File: config.mk
export PLATFORM = sky130hd
export DESIGN_NAME = countdown_timer
export DESIGN_NICKNAME = d
export VERILOG_FILES = /design/src/rtl/countdown_timer_pkg.sv /design/src/rtl/tick_divider.sv /design/src/rtl/countdown_timer.sv
export SDC_FILE = /design/constraint.sdc
export NUM_CORES = 1
export LEC_CHECK = 0
export BUFFER_PORTS_ARGS = -buffer_cell sky130_fd_sc_hd__buf_2
export CORE_ASPECT_RATIO = 1.1
export CORE_MARGIN = 3
export CORE_UTILIZATION = 30
export DETAILED_ROUTE_END_ITERATION = 6
export PLACE_DENSITY_LB_ADDON = 0.1
export SLEW_MARGIN = 10
export SYNTH_ARGS = -nofsm -noshare
export SYNTH_HDL_FRONTEND = slang
export SYNTH_HIERARCHICAL = 1
export SYNTH_SLANG_ARGS = --single-unit
File: constraint.sdc
create_clock -name clk -period 3.64 [get_ports clk]
set_input_delay 0.546 -clock clk [delete_from_list [all_inputs] [get_ports clk]]
set_output_delay 0.546 -clock clk [all_outputs]
set_load 0.005 [all_outputs]
File: src/rtl/countdown_timer_pkg.sv
// Shared types and constants for the countdown timer: FSM encoding, field widths
// and a helper that folds minutes/seconds into a total-seconds count.
package countdown_timer_pkg;

   localparam int unsigned SECONDS_MAX = 59;
   localparam int unsigned TIMER_W     = 11;
   localparam int unsigned MIN_W       = 5;
   localparam int unsigned SEC_W       = 6;

   typedef enum logic [1:0] {
      ST_IDLE    = 2'd0,
      ST_RUNNING = 2'd1,
      ST_PAUSED  = 2'd2,
      ST_EXPIRED = 2'd3
   } state_t;

   function automatic logic [TIMER_W-1:0] to_total(input logic [MIN_W-1:0] m,
                                                   input logic [SEC_W-1:0] s);
      return TIMER_W'(m) * TIMER_W'(60) + TIMER_W'(s);
   endfunction

endpackage

File: src/rtl/tick_divider.sv
// One-second prescaler: counts enabled cycles and strobes tick_c on the last one,
// wrapping to zero on that same edge. Holding enable low preserves a partial second.
module tick_divider #(
   parameter int unsigned CLKS_PER_SEC = 50_000_000
) (
   input  logic clk,
   input  logic reset,
   input  logic enable,
   input  logic clear,
   output logic tick_c
);

   localparam int unsigned CNT_W = (CLKS_PER_SEC > 1) ? $clog2(CLKS_PER_SEC) : 1;
   localparam logic [CNT_W-1:0] LAST = CNT_W'(CLKS_PER_SEC - 1);

   logic [CNT_W-1:0] count;

   assign tick_c = enable && (count == LAST);

   always_ff @(posedge clk) begin
      if (reset || clear) begin
         count <= '0;
      end else if (tick_c) begin
         count <= '0;
      end else if (enable) begin
         count <= count + CNT_W'(1);
      end
   end

endmodule

File: src/rtl/countdown_timer.sv
// Minutes:seconds countdown timer with pause, warning window and expiry strobe.
// All outputs are registered from the next-state values so they stay mutually consistent.
module countdown_timer
   import countdown_timer_pkg::*;
#(
   parameter int unsigned CLKS_PER_SEC = 50_000_000,
   parameter int unsigned WARN_SECONDS = 10
) (
   input  logic               clk,
   input  logic               reset,
   input  logic               load,
   input  logic [MIN_W-1:0]   load_minutes,
   input  logic [SEC_W-1:0]   load_seconds,
   input  logic               playing_condition,
   output logic [TIMER_W-1:0] timer,
   output logic [SEC_W-1:0]   seconds,
   output logic [MIN_W-1:0]   minutes,
   output logic               running,
   output logic               warning,
   output logic               expired,
   output logic               expire_pulse
);

   state_t             state, state_next;
   logic [TIMER_W-1:0] timer_next;
   logic [SEC_W-1:0]   seconds_next;
   logic [MIN_W-1:0]   minutes_next;
   logic [SEC_W-1:0]   load_sec_c;
   logic               expire_pulse_next;
   logic               warning_next;
   logic               count_en_c;
   logic               tick_c;

   assign count_en_c = (state == ST_RUNNING);

   tick_divider #(
      .CLKS_PER_SEC(CLKS_PER_SEC)
   ) u_tick_divider (
      .clk    (clk),
      .reset  (reset),
      .enable (count_en_c),
      .clear  (load),
      .tick_c (tick_c)
   );

   // Next-state and next-count logic; load overrides any coincident tick.
   always_comb begin
      state_next        = state;
      timer_next        = timer;
      seconds_next      = seconds;
      minutes_next      = minutes;
      expire_pulse_next = 1'b0;
      load_sec_c        = (load_seconds > SEC_W'(SECONDS_MAX)) ? SEC_W'(SECONDS_MAX) : load_seconds;

      if (load) begin
         minutes_next = load_minutes;
         seconds_next = load_sec_c;
         timer_next   = to_total(load_minutes, load_sec_c);
         if (timer_next == '0) begin
            state_next = ST_EXPIRED;
         end else if (playing_condition) begin
            state_next = ST_RUNNING;
         end else begin
            state_next = ST_PAUSED;
         end
      end else begin
         unique case (state)
            ST_RUNNING: begin
               if (!playing_condition) begin
                  state_next = ST_PAUSED;
               end
               if (tick_c) begin
                  timer_next = timer - TIMER_W'(1);
                  if (seconds != '0) begin
                     seconds_next = seconds - SEC_W'(1);
                  end else begin
                     seconds_next = SEC_W'(SECONDS_MAX);
                     minutes_next = minutes - MIN_W'(1);
                  end
                  if (timer == TIMER_W'(1)) begin
                     state_next        = ST_EXPIRED;
                     expire_pulse_next = 1'b1;
                  end
               end
            end
            ST_PAUSED: begin
               if (playing_condition) begin
                  state_next = ST_RUNNING;
               end
            end
            default: begin
            end
         endcase
      end

      warning_next = (state_next == ST_RUNNING) && (timer_next != '0) &&
                     (32'(timer_next) <= WARN_SECONDS);
   end

   always_ff @(posedge clk) begin
      if (reset) begin
         state        <= ST_IDLE;
         timer        <= '0;
         seconds      <= '0;
         minutes      <= '0;
         running      <= 1'b0;
         warning      <= 1'b0;
         expired      <= 1'b0;
         expire_pulse <= 1'b0;
      end else begin
         state        <= state_next;
         timer        <= timer_next;
         seconds      <= seconds_next;
         minutes      <= minutes_next;
         running      <= (state_next == ST_RUNNING);
         warning      <= warning_next;
         expired      <= (state_next == ST_EXPIRED);
         expire_pulse <= expire_pulse_next;
      end
   end

endmodule

==> results.sh, run 1 <==
export IMPL_final_cell_mix="dfxtp_1 (54), nor2_1 (52), buf_2 (40), buf_4 (36), inv_1 (34)"
export IMPL_grt_pass1_wl_mm=17.4
export IMPL_timing_fmax_mhz=283
export IMPL_crit_fanout=4
export IMPL_synthAdderAreaFrac_pct=11.5
export IMPL_detail_route_vias_per_cell=5.25
export IMPL_grt_pass1_vias=3545
export IMPL_synth_compound_area_share_pct=20.8
export IMPL_clk_pin_slew_ns=0.08
export IMPL_htreeDepth=2
export IMPL_synth_area_top_cells="dfxtp_1 (27%), ha_1 (7.5%), nor2_1 (4.9%), fa_1 (4.0%), xnor2_1 (3.3%)"
export IMPL_startpoint_type="primary input"
export IMPL_p_comb_share_pct=38.0
export IMPL_worstReg2RegStart="state[0]"
export IMPL_cts_buffer_depth=2
export IMPL_die_y_um=127
export IMPL_syn_area_um2=4010
export IMPL_ys_ff_latch=54
export IMPL_synth_top_cell_area_share_pct=27.0
export IMPL_io_pins=41
export IMPL_area_growth_pct=18.4
export IMPL_routed_wl_mm=10.3
export IMPL_portBuffers=40
export IMPL_hpwl_mm=8.06
export IMPL_place_ws_ns=-0.293
export IMPL_cts_root_buf="clkbuf_16"
export IMPL_layout_setup_ws_ns=0.102
export IMPL_yosysWarnings=6
export IMPL_hp_class="reg -> reg"
export IMPL_cts_tree="done"
export IMPL_period_share_pct=97.2
export IMPL_setup_viol=0
export IMPL_drt_initial_drc_count=178
export IMPL_layout_nets=580
export IMPL_final_common_cell="dfxtp_1"
export IMPL_path_class="in -> reg"
export IMPL_ctsResizeCount=0
export IMPL_synth_top_family_by_area="simple AND/OR/NAND/NOR gates"
export IMPL_crit_start="load_minutes[0]"
export IMPL_power_frac_seq_pct=32.8
export IMPL_hold_ws_ns=0.485
export IMPL_slew_limit_headroom_pct=58.1
export IMPL_start_util_pct=31.1
export IMPL_switching_share_pct=34.2
export IMPL_grt_overflow=0
export IMPL_numCtsBuffers=5
export IMPL_die_area_um2=14800
export IMPL_slew_viol_final=0
export IMPL_p_int_mw=1.32
export IMPL_synth_edff_count=0
export IMPL_std_cell_rows=43
export IMPL_worstSetupEndpointType="flop"
export IMPL_grtUsageTotal_pct=14.5
export IMPL_p_total_mw=2.01
export IMPL_syn_nets=519
export IMPL_cts_setup_buffers=0
export IMPL_post_route_util_pct=36.9
export IMPL_syn_inst=472
export IMPL_synth_xor_area_share_pct=6.09
export IMPL_tightest_slew_ns=0.620
export IMPL_ys_types=78
export IMPL_outcome="complete, no violations"
export IMPL_arrival_ns=3.75
export IMPL_die_width_um=116
export IMPL_firstDrtPassIters=4
export IMPL_antennaDiodeCount=0
export IMPL_worst_endpoint_required_ns=3.85
export IMPL_drv_cap=0
export IMPL_synth_area_per_cell_um2=8.49
export IMPL_vias=3625
export IMPL_drive_gt1_share_pct=22.7
export IMPL_antenna_left=0
export IMPL_period_needed_ns=3.54
export IMPL_antenna_found_initial=0
export IMPL_synth_simple_area_share_pct=27.7
export IMPL_ys_seq_area_share_pct=27.0
export IMPL_tns_ns=0
export IMPL_p_per_area_nw_per_um2=423
export IMPL_synth_mux_area_share_pct=0.750
export IMPL_rsz0062_at_grt="true"
export IMPL_fin_worst_skew_ns=0.00846
export IMPL_synth_area_leader_cell="dfxtp_1"
export IMPL_cellLeakagePower_nw=1.88
export IMPL_gp_congestion=0.795
export IMPL_async_flop_share_pct=0
export IMPL_synthFlopType="dfxtp_1"
export IMPL_grt_start_max_net_pins=30
export IMPL_drc_errors=0
export IMPL_hold_start="u_tick_divider/count[25]"
export IMPL_power_switching_mw=0.687
export IMPL_hold_buffers=0
export IMPL_wire_per_inst_um=15.0
export IMPL_cts_sinks=54
export IMPL_irDropWorstVdd_v=0.000190
export IMPL_finalHoldViolCount=0
export IMPL_insertion_delay_ns=0.31
export IMPL_core_region_area_um2=12900
export IMPL_clkPwrFrac_pct=29.1
## area by class of cell
class / instances / area [µm²]
clock inverter: 3 / 48.8
clock buffer: 5 / 125
inverter: 34 / 128
timing repair buffer: 76 / 470
fill: 1340 / 8120
tap: 157 / 196
sequential: 54 / 1080
multi-input combinational: 362 / 2690
## stage by stage
stage               cells  instance area (µm²)
CTS                   691                 4730
global route          691                 4740
finish                691                 4740
detailed placement    683                 4550
floorplan             472                 4010
global placement      683                 4550
## Yosys cell counts, types with 3 or more instances
master	number
nor2_1	52
nand4_1	14
dfxtp_1	54
clkbuf_1	10
nand2_1	25
or4_1	9
a31o_2	3
and4_1	3
a211oi_1	8
nor3_1	10
nand4b_1	3
o21a_1	3
a31oi_1	3
mux2i_1	3
a211o_1	5
buf_2	6
o31ai_1	12
nand2b_1	5
ha_1	24
xor2_1	11
xnor2_1	15
nor4_1	3
a21oi_1	25
a21oi_2	3
o21ai_0	16
o41ai_1	3
and3_1	3
nor4b_2	3
nand4_2	5
nor2b_1	8
fa_1	8
or2_2	3
or3_1	6
a311o_1	3
nand3_1	13
inv_1	34
## path summary, 6_finish.rpt
path / endpoint / cells past startpoint / slack, ns
worst max-delay path: expired / 13 / 0.10
worst max register to register: warning / 11 / 0.43
worst min-delay path: u_tick_divider/count[25] / 2 / 0.48
worst min register to register: u_tick_divider/count[25] / 2 / 0.48
## layer usage
layer  part of all wire (%)  global-route usage, %  vias up
li1                       -                      -     1854
met1                     47                   18.3     1721
met2                     49                   25.3       41
met3                    2.7                   3.03        9
met4                    1.2                   3.28        0
met5                      0                      0        -
## worst max-delay path: stages
cell and delay [ns]:
buf_2 0.12, fa_1 0.51, fa_1 0.53, inv_1 0.06, fa_1 0.47, inv_1 0.04
ha_1 0.29, o21ai_0 0.13, nor2_1 0.15, nor2_1 0.08, nor4_2 0.28, nand4_2 0.21
o41ai_1 0.33
## flip-flops by register name, indices dropped and copies added (netlist names)
name / cells
state: 2
warning: 1
expire_pulse: 1
timer: 11
seconds: 6
running: 1
minutes: 5
expired: 1
u_tick_divider/count: 26
## power groups by stage
stage	clock network (mW)	registers [mW]	logic [mW]
floorplan	0	0.667	0.476
global placement	0	0.673	0.758
detailed placement	0	0.673	0.759
CTS	0.610	0.659	0.763
global route	0.627	0.664	0.859
finish	0.585	0.659	0.764
## logic make-up (layout without fill, tap and decap cells)
| group | count (synthesis) | after routing |
|---|---|---|
| compound gates | 113 | 113 |
| fa+ha+maj | 32 | 32 |
| xor+xnor | 27 | 27 |
| simple gates | 187 | 187 |
| flops | 54 | 54 |
| mux | 3 | 3 |
| buf+inv | 56 | 118 |
(Power assumes the default switching activity.)
==> run 2, diff against run 1 <==
--- a/config.mk
+++ b/config.mk
@@ -14,5 +14,4 @@
 export SLEW_MARGIN = 10
 export SYNTH_ARGS = -nofsm -noshare
 export SYNTH_HDL_FRONTEND = slang
-export SYNTH_HIERARCHICAL = 1
 export SYNTH_SLANG_ARGS = --single-unit
==> run 2 against run 1 <==
  * The run now ends with setup timing left
  * Sequential share of layout area shrank 0.35 points
  * Utilization grew 2.5 points
  * Synthesized cell count shrank 0.21%
  * Die area shrank 4.2%
  * Non-clock buffer count grew 16
  * Cell area grew 1.6%
  * Global-route usage grew 0.42 points
  * Critical path depth is the same
  * Clock-buffer cell count is the same
  * Total power grew 6.6%
  * Worst hold slack gained 0.022 ns
  * Largest power group unchanged
==> results.sh, run 2 <==
export IMPL_slew_viol_final=0
export IMPL_drt_initial_drc_count=190
export IMPL_ys_top_cells_by_count="nor2_1 (63), dfxtp_1 (54), nand2_1 (38)"
export IMPL_clk_pin_slew_ns=0.07
export IMPL_grt_start_max_net_pins=28
export IMPL_synthFlopType="dfxtp_1"
export IMPL_cpPeakStageDelay_ns=0.59
export IMPL_syn_inst=471
export IMPL_yosysWarnings=0
export IMPL_final_common_cell="nor2_1"
export IMPL_crit_top_cell="fa_1"
export IMPL_min_path_cells=2
export IMPL_slew_limit_headroom_pct=63.9
export IMPL_clkPwrFrac_pct=22.5
export IMPL_crit_family="adder cells"
export IMPL_insertion_delay_ns=0.30
export IMPL_hp_class="reg -> reg"
export IMPL_drc_errors=0
export IMPL_layout_nets=597
export IMPL_drive_gt1_share_pct=25.2
export IMPL_period_share_pct=103
export IMPL_violations="setup timing"
export IMPL_yosysMostFrequentCell="nor2_1"
export IMPL_dp_cells=692
export IMPL_worstSetupEndpointType="flop"
export IMPL_tightest_slew_ns=0.537
export IMPL_cts_tree="done"
export IMPL_grt_pass1_wl_mm=17.5
export IMPL_ys_types=69
export IMPL_irDropWorstVdd_v=0.000165
export IMPL_detail_route_vias_per_cell=5.11
export IMPL_top_regs="u_tick_divider.count x26, timer x11, seconds x6"
export IMPL_fin_worst_skew_ns=0.00627
export IMPL_p_comb_share_pct=46.0
export IMPL_place_ws_ns=-0.476
export IMPL_area_growth_pct=25.8
export IMPL_vias=3606
export IMPL_power_frac_seq_pct=31.4
export IMPL_rrSetupSlack_ns=0.65
export IMPL_grt_pass1_vias=3513
export IMPL_portBuffers=40
export IMPL_drv_cap=0
export IMPL_synth_area_per_cell_um2=8.13
export IMPL_gp_congestion=0.828
export IMPL_placed_area_um2=4540
export IMPL_syn_nets=518
export IMPL_start_util_pct=31.3
export IMPL_worstRegToRegCells=9
export IMPL_hold_buffers=0
export IMPL_outcome="finished, violations left"
export IMPL_synth_edff_count=0
export IMPL_setup_viol=5
export IMPL_std_cell_rows=42
export IMPL_period_needed_ns=3.73
export IMPL_p_per_area_nw_per_um2=444
export IMPL_arrival_ns=3.93
export IMPL_startpoint_type="primary input"
export IMPL_core_region_area_um2=12200
export IMPL_largest_register="u_tick_divider.count"
export IMPL_async_flop_share_pct=0
export IMPL_final_area_um2=4820
export IMPL_hpwl_mm=8.20
export IMPL_final_cell_mix="nor2_1 (61), dfxtp_1 (54), buf_4 (52), nand2_1 (38), buf_2 (37)"
export IMPL_die_y_um=124
export IMPL_die_area_um2=14200
export IMPL_cp_num_cells=13
export IMPL_tns_ns=-0.328
export IMPL_synth_area_leader_cell="dfxtp_1"
export IMPL_cts_buffer_depth=2
export IMPL_path_cells="buf_6, fa_2, fa_1, fa_1, ha_4, nand3_4, a21boi_2, nor4b_4, buf_4, a21oi_2, and2b_1, nand2_1, a2111oi_2"
export IMPL_antenna_found_initial=0
export IMPL_crit_fanout=4
export IMPL_firstDrtPassIters=4
export IMPL_io_pins=41
export IMPL_cellLeakagePower_nw=1.93
export IMPL_power_switching_mw=0.754
export IMPL_syn_area_um2=3830
export IMPL_critical_path_slowest_cell="fa_2"
export IMPL_fin_cells=705
export IMPL_synth_top_cell_area_share_pct=28.2
export IMPL_grtUsageTotal_pct=15.0
export IMPL_synth_area_top_cells="dfxtp_1 (28%), ha_1 (7.8%), nor2_1 (6.2%), xor2_1 (5.0%), fa_1 (4.2%)"
export IMPL_worst_endpoint_required_ns=3.84
export IMPL_cts_sinks=54
export IMPL_rsz0062_at_grt="true"
export IMPL_htreeDepth=2
export IMPL_layout_setup_ws_ns=-0.0927
export IMPL_grt_overflow=0
export IMPL_die_width_um=114
export IMPL_timing_fmax_mhz=268
export IMPL_cts_root_buf="clkbuf_16"
export IMPL_p_int_mw=1.39
export IMPL_ys_seq_area_share_pct=28.2
export IMPL_numCtsBuffers=5
export IMPL_antenna_left=0
export IMPL_path_class="in -> reg"
export IMPL_finalHoldViolCount=0
export IMPL_antennaDiodeCount=0
export IMPL_ys_ff_latch=54
export IMPL_path_buf_inv=2
export IMPL_largest_register_ffs=26
export IMPL_wire_per_inst_um=14.8
export IMPL_switching_share_pct=35.2
export IMPL_routed_wl_mm=10.4
[run 2: changes by cell type in the layout (fill, tap and decap cells not counted), moves of 6 or more]
cell	previous run	this run
xor2_1	11	22
or4_1	9	1
nor2_1	52	61
o211ai_1	2	9
nor3_1	10	21
xnor2_1	15	9
o31ai_1	12	1
buf_4	36	52
nand2_1	25	38
a21oi_1	25	17
[run 2: per-layer routing]
layer / share of wire (%) / vias up / GRT usage (%)
met5: 0 / - / 0
met4: 1.7 / 0 / 3.68
met3: 3.8 / 15 / 2.67
met2: 48 / 65 / 24.9
met1: 47 / 1677 / 19.9
li1: - / 1849 / -
[run 2: layout make-up]
type | count | area, µm²
Clock buffer | 5 | 125
Clock inverter | 3 | 21.3
Fill cell | 1290 | 7430
Inverter | 30 | 116
Multi-Input combinational cell | 367 | 2670
Sequential cell | 54 | 1080
Tap cell | 154 | 193
Timing Repair Buffer | 92 | 609
[run 2: path summary, 6_finish.rpt]
path	startpoint	to
setup / recovery	load_minutes[0]	expired
hold reg to reg	minutes[1]	minutes[1]
setup reg to reg	state[1]	warning
hold / removal	minutes[1]	minutes[1]
[run 2: worst min-delay path, stage by stage (launching register included)]
cell	delay, ns
dfxtp_1	0.32
inv_1	0.08
a211oi_1	0.06
[run 2: timing repair]
item	CTS	global route
endpoints found under the hold margin	0	0
setup endpoints to repair	5	7
setup buffers	3	2
pin swaps	3	2
gates resized for setup	13	9
[run 2: cells by family after synthesis]
| family | Yosys count | share of synthesized area, % |
|---|---|---|
| XOR/XNOR | 32 | 7.32 |
| adder cells (fa/ha/maj) | 32 | 12.0 |
| multiplexers | 3 | 0.784 |
| AO/OA/AOI/OAI | 89 | 17.3 |
| AND/OR/NAND/NOR | 211 | 28.9 |
| flip-flops | 54 | 28.2 |
| buffers and inverters | 50 | 5.49 |
[run 2: power groups by stage]
stage	registers, mW	logic [mW]	clock network [mW]
after global routing	0.680	1.09	0.520
after floorplan	0.675	0.571	0
after global placement	0.687	0.903	0
after detailed placement	0.689	0.909	0
final	0.673	0.985	0.482
after CTS	0.675	0.970	0.502
[run 2: through the flow]
stage	power, mW	utilization, %	hold slack (ns)
global route	2.29	39.3	0.538
floorplan	1.25	-	0.466
finish	2.14	39.3	0.507
global placement	1.59	37.1	0.489
detailed placement	1.60	37.1	0.499
CTS	2.15	39.0	0.514
